$ cat src/rtl/shift_add_mul_pkg.sv
// Shared types and constants for the shift-and-add multiplier.
package shift_add_mul_pkg;

  typedef enum logic [1:0] {
    IDLE = 2'd0,
    CALC = 2'd1,
    DONE = 2'd2
  } state_e;

  localparam int DEFAULT_WIDTH = 32;
  localparam int DEFAULT_CNT_W = $clog2(DEFAULT_WIDTH);

endpackage

$ cat src/rtl/mul_add_stage.sv
// Combinational WIDTH-bit adder without carry-in; the carry-out carries the
// multiplier's extra accumulator bit.
module mul_add_stage #(
  parameter int WIDTH = shift_add_mul_pkg::DEFAULT_WIDTH
) (
  input  logic [WIDTH-1:0] a,
  input  logic [WIDTH-1:0] b,
  output logic [WIDTH-1:0] sum,
  output logic             cout
);

  assign {cout, sum} = {1'b0, a} + {1'b0, b};

endmodule

$ cat src/rtl/shift_add_mul.sv
// Sequential unsigned shift-and-add multiplier, one multiplier bit per clock.
// Optional early termination on exhausted multiplier bits: SHIFT_ADD_MUL_EARLY_TERM_EN.
module shift_add_mul
  import shift_add_mul_pkg::*;
#(
  parameter int WIDTH = DEFAULT_WIDTH
) (
  input  logic               clk,
  input  logic               rst_n,
  input  logic               start,
  input  logic [WIDTH-1:0]   a,
  input  logic [WIDTH-1:0]   b,
  output logic               busy,
  output logic               done,
  output logic [2*WIDTH-1:0] product
);

  localparam int CntW = $clog2(WIDTH);

  state_e             state_q, state_d;
  logic [WIDTH-1:0]   mcand_q, mcand_d;
  logic [WIDTH-1:0]   acc_q, acc_d;
  logic [WIDTH-1:0]   mplier_q, mplier_d;
  logic [CntW-1:0]    count_q, count_d;
  logic [2*WIDTH-1:0] product_q, product_d;

  logic [WIDTH-1:0]   addSum;
  logic               addCout;
  logic [WIDTH:0]     stepSum;

  mul_add_stage #(.WIDTH(WIDTH)) u_add (
    .a    (acc_q),
    .b    (mcand_q),
    .sum  (addSum),
    .cout (addCout)
  );

  // Skipped additions keep a zero carry so the shift stays 2*WIDTH bits wide.
  assign stepSum = mplier_q[0] ? {addCout, addSum} : {1'b0, acc_q};

`ifdef SHIFT_ADD_MUL_EARLY_TERM_EN
  logic [WIDTH-1:0]   remainBits;
  logic [CntW:0]      shamt;
  logic [2*WIDTH-1:0] aligned;

  // Consumed bits have been shifted out the top; only low WIDTH-count remain.
  assign remainBits = mplier_q << count_q;
  assign shamt      = (CntW+1)'(WIDTH) - {1'b0, count_q};
  assign aligned    = {acc_q, mplier_q} >> shamt;
`endif

  always_comb begin
    state_d   = state_q;
    mcand_d   = mcand_q;
    acc_d     = acc_q;
    mplier_d  = mplier_q;
    count_d   = count_q;
    product_d = product_q;
    unique case (state_q)
      IDLE, DONE: begin
        state_d = IDLE;
        if (start) begin
          mcand_d  = a;
          acc_d    = '0;
          mplier_d = b;
          count_d  = '0;
          state_d  = CALC;
        end
      end
      CALC: begin
`ifdef SHIFT_ADD_MUL_EARLY_TERM_EN
        if (remainBits == '0) begin
          product_d = aligned;
          state_d   = DONE;
        end else begin
          {acc_d, mplier_d} = {stepSum, mplier_q[WIDTH-1:1]};
          count_d           = count_q + 1'b1;
          if (count_q == CntW'(WIDTH-1)) begin
            product_d = {stepSum, mplier_q[WIDTH-1:1]};
            state_d   = DONE;
          end
        end
`else
        {acc_d, mplier_d} = {stepSum, mplier_q[WIDTH-1:1]};
        count_d           = count_q + 1'b1;
        if (count_q == CntW'(WIDTH-1)) begin
          product_d = {stepSum, mplier_q[WIDTH-1:1]};
          state_d   = DONE;
        end
`endif
      end
      default: state_d = IDLE;
    endcase
  end

  always_ff @(posedge clk or negedge rst_n) begin
    if (!rst_n) begin
      state_q   <= IDLE;
      mcand_q   <= '0;
      acc_q     <= '0;
      mplier_q  <= '0;
      count_q   <= '0;
      product_q <= '0;
    end else begin
      state_q   <= state_d;
      mcand_q   <= mcand_d;
      acc_q     <= acc_d;
      mplier_q  <= mplier_d;
      count_q   <= count_d;
      product_q <= product_d;
    end
  end

  assign busy    = (state_q == CALC);
  assign done    = (state_q == DONE);
  assign product = product_q;

endmodule
$ cat config.mk
export PLATFORM = sky130hd
export DESIGN_NAME = shift_add_mul
export DESIGN_NICKNAME = d
export VERILOG_FILES = /design/src/rtl/shift_add_mul_pkg.sv /design/src/rtl/mul_add_stage.sv /design/src/rtl/shift_add_mul.sv
export SDC_FILE = /design/constraint.sdc
export NUM_CORES = 1
export LEC_CHECK = 0
export CAP_MARGIN = 25
export CORE_MARGIN = 10
export CORE_UTILIZATION = 45
export CTS_CLUSTER_SIZE = 8
export DETAILED_ROUTE_END_ITERATION = 16
export PLACE_DENSITY_LB_ADDON = 0.05
export SLEW_MARGIN = 20
export SYNTH_ARGS = -nofsm -noshare
export SYNTH_HDL_FRONTEND = slang
export SYNTH_SLANG_ARGS = --single-unit
$ cat constraint.sdc
create_clock -name clk -period 2.9 [get_ports clk]
set_input_delay 0.435 -clock clk [delete_from_list [all_inputs] [get_ports clk]]
set_output_delay 0.435 -clock clk [all_outputs]
set_load 0.01 [all_outputs]
=== After elaboration in Yosys (flattened, before gate mapping) ===
Index checks and enable logic that the tools add are counted.

* Add/subtract/negate cells: 2
* Eq/ne operators: 5
* Muxes and demuxes: 10
* Reduce and logical (&&, ||, !) cells: 6

{| class="wikitable"
|+ Operators with widths
! kind !! count
|-
| $pmux W32 S2 || 2
|-
| $mux W32 || 2
|-
| $add A32 B32 Y33 || 1
|-
| $mux W33 || 1
|-
| $pmux W5 S2 || 1
|-
| $reduce_and A2 Y1 || 3
|-
| $add A5 B1 Y5 const B || 1
|-
| $eq A5 B5 Y1 const B || 1
|-
| $mux W5 || 1
|-
| $pmux W2 S2 || 1
|-
| $eq A2 B1 Y1 const B || 1
|-
| $eq A2 B2 Y1 const B || 1
|-
| $logic_not A2 Y1 || 1
|-
| $mux W2 || 1
|-
| $ne A2 B1 Y1 const B || 1
|-
| $ne A2 B2 Y1 const B || 1
|-
| $reduce_bool A2 Y1 || 1
|-
| $reduce_or A2 Y1 || 1
|-
| $mux W1 || 1
|}

* Bits in registers: 167
* Input bits: 67
* Output and inout port bits: 66
* Logic and storage cells: 29

=== Longest topological paths before layout ===
* Depth in word-level cells: 4
* Depth in mapped cells: 10
* Gate-level depth less buffers: 10

=== Modules after synthesis ===
Synthesis repeated with hierarchy kept, for this count alone.

* Cell total of the unflattened synthesis: 815
* Area total of the unflattened synthesis: 8338.0 um^2

{| class="wikitable"
|+ By module, submodules not included
! module !! times used !! cells an instance !! area an instance (um^2) !! sequential area each (um^2)
|-
| shift_add_mul || 1 || 584 || 6677.7 || 4179.0
|-
| mul_add_stage || 1 || 231 || 1660.3 || 0.0
|}

=== Worst setup path after synthesis ===
No wires, ideal clock.

* Kind: register to register
* Start: reg mcand_q[0]
* End: reg product_q[57] (netlist: product[57])
* Library setup time: 0.125 ns
* Arrival: 2.602 ns
* Data required time: 2.775 ns
* Setup slack: 0.174 ns
* Cell stages (with the launch flop): 11
* Buffers on the path: 0
* Clock period less this slack: 2.726 ns
* Cell sequence: dfrtp_1 > ha_1 > fa_1 > a21o_1 > a221o_1 > a31oi_1 > o31ai_2 > o221ai_2 > xor2_1 > a21oi_1 > mux2_2

* Cells in the longest elaborated chain, start to end: 2

{| class="wikitable"
|+ RTL lines
! element !! RTL line !! source
|-
| start: declaration || shift_add_mul.sv:21 || <nowiki>logic [WIDTH-1:0] mcand_q, mcand_d;</nowiki>
|-
| start signal: assignment || shift_add_mul.sv:106 || <nowiki>mcand_q <= mcand_d;</nowiki>
|-
| $add A32 B32 Y33 || mul_add_stage.sv:12 || <nowiki>assign {cout, sum} = {1'b0, a} + {1'b0, b};</nowiki>
|-
| $mux W33 || shift_add_mul.sv:39 || <nowiki>assign stepSum = mplier_q[0] ? {addCout, addSum} : {1'b0, acc_q};</nowiki>
|-
| end signal: assignment || shift_add_mul.sv:110 || <nowiki>product_q <= product_d;</nowiki>
|-
| end: declaration || shift_add_mul.sv:25 || <nowiki>logic [2*WIDTH-1:0] product_q, product_d;</nowiki>
|}

No other way between the ends.
A chain may end at the register's enable or synchronous reset.

=== Final worst setup path ===
* Start: reg mcand_q[0]
* End: reg acc_q[31]

* Cells in the longest elaborated chain, start to end: 3

{| class="wikitable"
|+ RTL lines
! element !! RTL line !! source
|-
| $add A32 B32 Y33 || mul_add_stage.sv:12 ||
|-
| $mux W33 || shift_add_mul.sv:39 ||
|-
| $pmux W32 S2 || shift_add_mul.sv:59 || <nowiki>unique case (state_q)</nowiki>
|-
| end signal: assignment || shift_add_mul.sv:100 || <nowiki>acc_q <= '0;</nowiki>
|-
| end signal: assignment || shift_add_mul.sv:107 || <nowiki>acc_q <= acc_d;</nowiki>
|-
| end: declaration || shift_add_mul.sv:22 || <nowiki>logic [WIDTH-1:0] acc_q, acc_d;</nowiki>
|}

No other way between the ends.

==> results summary <==
The total design power came out at 13.9 mW. The clock tree from TritonCTS is built. CTS saw 167 sinks.

In this run the critical register-to-register path is captured at acc_q[31]$_DFFE_PN0P_. The number of fill cells in the layout is 1688. Among all flip-flop cells after synthesis, the most frequent one is sky130_fd_sc_hd__dfrtp_1.

The detailed router placed 7170 vias in this run. The launching element of the worst setup path is mcand_q[0]$_DFFE_PN0P_. The routed wire length came out at 23.0 mm. Clock latency on the worst-skew pair, taken at its later pin, is 430 ps. Entering global routing, the biggest net connects 99 pins. The critical path in this run is classified as reg -> reg. Counting every instance in the synthesized netlist gives 974. The post-placement worst setup slack came out at -52.7 ps. The netlist area before placement is 8570 um2. The synthesized design contains 167 register bits. The net total in the final layout came out at 1195.

In this run the clock root is driven by a sky130_fd_sc_hd__clkbuf_16. The initial antenna violation count was 0. Of the total synthesized cell area, the portion taken by XOR and XNOR cells is 0.0235. The number of flops mapped to enable cells by yosys is 0. The number of primary I/O pins is 133. The share of synthesized area spent on multiplexers came out at 0.0361. The summed area of non-filler cells in the final layout is 10900 um2.

The final weighted congestion of routability-driven global placement is 0.859. The floorplan step defined a die boundary enclosing 25000 um2. The slew of the pin with the lowest slew margin came out at 892 ps.

The startpoint identified for the worst register-to-register timing path is mcand_q[0]$_DFFE_PN0P_. The worst setup slack after layout came out at 80.3 ps. The launching element type of the critical path is a flop.

The worst endpoint data arrival time came out at 3120 ps. The width of the die came out at 158 um. The proportion of synthesized flip-flops having asynchronous set or reset is 1.00. The met2 routing resource usage after global routing is 0.309. The number of vias per cell after detailed routing is 5.35.

The instance area at placement is 10200 um2. The time the final worst path needs with I/O delays and setup came out at 2820 ps. The ratio of total power to cell area is 1280 nW/um2.

For this run, global-route usage on met3 was measured as 0.0594. For this run, the register share of the synthesized area comes to 0.488. In this run the worst path has a maximum fanout of 5. The number of DRC markers after the initial detailed-route iteration is 359. The mean cell area of the mapped netlist is 8.80 um2. 0 antenna diodes ended up in the layout.

The run finished, with violations left. After detailed routing, the number of remaining DRC violations is 0. The fraction of final layout cells with drive strength greater than 1 came out at 0.0823. Before antenna repair, the detailed router went through 4 iterations.

The share of the clock period used by the worst path came out at 0.972. Clock-pin slew was measured on the worst setup and hold paths at 70 ps. The number of placement rows is 50. The net count after synthesis is 1076.

The worst clock skew came out at 12.0 ps. The die span in y came out at 158 um. The hold slack came out at -17.0 ps. The critical path capture point type is a flop. The half-perimeter wire length after detailed placement came out at 15.5 mm. The core outline area came out at 18700 um2. The count of input and output buffers came out at 132. Counting cells, the worst reg-to-reg path comes to 11. The layout overhead on the synthesized area came out at 27.0%. The placed cell count is 1306. The global-route met1 utilization is 0.239. The path class of the lowest-slack min-delay path is in -> async. The remaining antenna violation count is 0. The relative slew slack is 0.404. The critical path required time came out at 3200 ps. The final reports fail on negative hold slack. The number of global-route vias before repair is 7498. Counting along the longest clock path gives a buffer depth of 2. Max-cap violations in this run came to 0.

The global-route wire length before repair is 38.5 mm. The sum of overflow across all layers after global routing is 0. The number of CTS-inserted buffers is 17. The maximum resistive drop on vdd came out at 517 uV. In this run the most used layer during global routing was met2.

The final standard cell count with taps included and fillers excluded is 1340. The final-report setup violation count is 0. The register area is 4180 um2.

The max-slew violation count came out at 0. Of the total synthesized cell area, the portion taken by AND, OR, NAND and NOR gates is 0.203. The number of hold violations in the final report is 13. The adder-cell share of the synthesized area came out at 0.0520. The combined area of the multi-input logic cells came out at 4180 um2. The average routed wire per standard cell is 17.2 um. The count of yosys warnings during synthesis came out at 0.

The leakage power figure is 5.14 nW. The compound-cell area share of the yosys netlist came out at 0.163. Across all register-to-register paths, the minimum setup slack is 80 ps. After synthesis, the largest family of logic cells by area is simple AND/OR/NAND/NOR gates.

In the global route stage, overall resource usage came out at 0.190. The count of H-tree levels built during CTS is 4. The effective utilization at floorplan is 0.458. Following the worst setup path forward leads to its endpoint at acc_q[31]$_DFFE_PN0P_. For this run, the top clock speed supported by timing is 355 MHz. Setup repair after global routing could not meet its margin everywhere. The number of different library cells used by synthesis comes to 54.
[critical path: stages (launching register included)]
cell                       delay, ps
sky130_fd_sc_hd__dfrtp_1         390
sky130_fd_sc_hd__ha_2            200
sky130_fd_sc_hd__fa_2            340
sky130_fd_sc_hd__a21o_1          170
sky130_fd_sc_hd__a221o_2         460
sky130_fd_sc_hd__a31oi_4         220
sky130_fd_sc_hd__o21ai_2          80
sky130_fd_sc_hd__a31oi_1         200
sky130_fd_sc_hd__buf_4           160
sky130_fd_sc_hd__a211oi_1         60
sky130_fd_sc_hd__o31ai_1         320
sky130_fd_sc_hd__o21ai_1          90
[synth_stat cells (all sizes together), types with 2 or more instances]
library cell / instances / area (um2)
mux2i: 26 / 260
nor2: 28 / 105
o21ai: 74 / 370
clkbuf: 46 / 175
a22oi: 32 / 240
a211oi: 4 / 30.0
o31a: 2 / 17.5
a21o: 19 / 143
or3: 5 / 31.3
a21oi: 42 / 214
o311ai: 2 / 17.5
ha: 34 / 425
xnor2: 17 / 149
nor3: 8 / 40.0
a31oi: 10 / 62.6
dfrtp: 167 / 4180
o21a: 3 / 22.5
o31ai: 4 / 35.0
o211ai: 8 / 65.1
nand4: 9 / 56.3
xor2: 6 / 52.6
o21bai: 3 / 22.5
a41oi: 2 / 17.5
nand3: 17 / 85.1
inv: 7 / 26.3
buf: 21 / 96.3
a221o: 3 / 30.0
mux2: 4 / 48.8
nor2b: 5 / 31.3
and3: 13 / 81.3
nand2: 332 / 1250
nand2b: 5 / 31.3
a22o: 4 / 35.0
[cell families after synthesis]
| group | after synthesis |
|---|---|
| muxes | 30 |
| and+or+nand+nor | 426 |
| AOI/OAI and AO/OA | 219 |
| buffers and inverters | 74 |
| adders and majority gates | 35 |
| DFF | 167 |
| xor gates and xnor gates | 23 |
[report_power, final]
group          internal [mW]  switching (mW)  total (mW)
combinational           3.38            4.07        7.45
clock                   1.22            1.07        2.29
sequential              3.44           0.757        4.19
[per-layer routing]
layer  share of wire  routed length [um]
met5               0                   0
met4           0.017                 400
met2            0.47               10700
met3           0.069                1580
met1            0.45               10300
[sequential cells by signal, summed over array words and instances, names as in the netlist]
register / flops
acc_q: 32
count_q: 5
mplier_q: 32
state_q: 2
mcand_q: 32
product: 64
[final cells by class]
class / instances / area share
clock inverter: 15 / 0.0148
inverter: 7 / 0.00241
clock buffer: 17 / 0.0391
tap: 234 / 0.0269
timing repair buffer: 167 / 0.149
sequential: 167 / 0.384
multi-input combinational: 733 / 0.384
[repair_timing]
item / in CTS / in global routing
hold buffers: 0 / 0
resized for setup: 5 / 11
setup buffers: 1 / 1
setup endpoints to repair: 6 / 22
pin swaps: 1 / 7
[metrics by stage]
stage / setup TNS, ps / utilization / hold WS (ps)
floorplan: 0 / - / 139
global placement: 0 / 0.547 / 458
detailed placement: -165 / 0.547 / 460
CTS: -2.84 / 0.580 / 1.33
global route: -19.2 / 0.582 / 19.1
finish: 0 / 0.582 / -17.0
[worst min path at each step]
stage / startpoint / end / slack [ps] / depth (start not counted)
detailed placement: product[42]$_DFFE_PN0P_ / product[42]$_DFFE_PN0P_ / 460 / 2
global placement: rst_n / mcand_q[17]$_DFFE_PN0P_ / 460 / 1
floorplan: rst_n / acc_q[0]$_DFFE_PN0P_ / 140 / 0
CTS: rst_n / product[48]$_DFFE_PN0P_ / 1 / 1
finish: rst_n / product[48]$_DFFE_PN0P_ / -20 / 1
global route: rst_n / mcand_q[15]$_DFFE_PN0P_ / 20 / 1
[placed cells by master (no fill, tap or decap), types with 3 or more instances in the layout]
master / count
sky130_fd_sc_hd__nand2_1: 330
sky130_fd_sc_hd__dfrtp_1: 167
sky130_fd_sc_hd__clkdlybuf4s50_1: 131
sky130_fd_sc_hd__o21ai_0: 66
sky130_fd_sc_hd__a21oi_1: 40
sky130_fd_sc_hd__ha_1: 33
sky130_fd_sc_hd__a22oi_1: 32
sky130_fd_sc_hd__buf_4: 32
sky130_fd_sc_hd__nor2_1: 27
sky130_fd_sc_hd__mux2i_1: 26
sky130_fd_sc_hd__a21o_1: 19
sky130_fd_sc_hd__nand3_1: 17
sky130_fd_sc_hd__xnor2_1: 17
sky130_fd_sc_hd__clkbuf_16: 17
sky130_fd_sc_hd__and3_1: 13
sky130_fd_sc_hd__nand4_1: 9
sky130_fd_sc_hd__a31oi_1: 8
sky130_fd_sc_hd__nor3_1: 8
sky130_fd_sc_hd__o211ai_1: 7
sky130_fd_sc_hd__o21ai_1: 7
sky130_fd_sc_hd__inv_1: 6
sky130_fd_sc_hd__xor2_1: 6
sky130_fd_sc_hd__nand2b_1: 5
sky130_fd_sc_hd__or3_1: 5
sky130_fd_sc_hd__nor2b_1: 4
sky130_fd_sc_hd__a211oi_1: 4
sky130_fd_sc_hd__a22o_1: 4
sky130_fd_sc_hd__clkinvlp_4: 4
sky130_fd_sc_hd__inv_8: 4
sky130_fd_sc_hd__o21a_1: 3
sky130_fd_sc_hd__o31ai_1: 3
sky130_fd_sc_hd__inv_6: 3
sky130_fd_sc_hd__buf_12: 3
(Power assumes the default switching activity.)
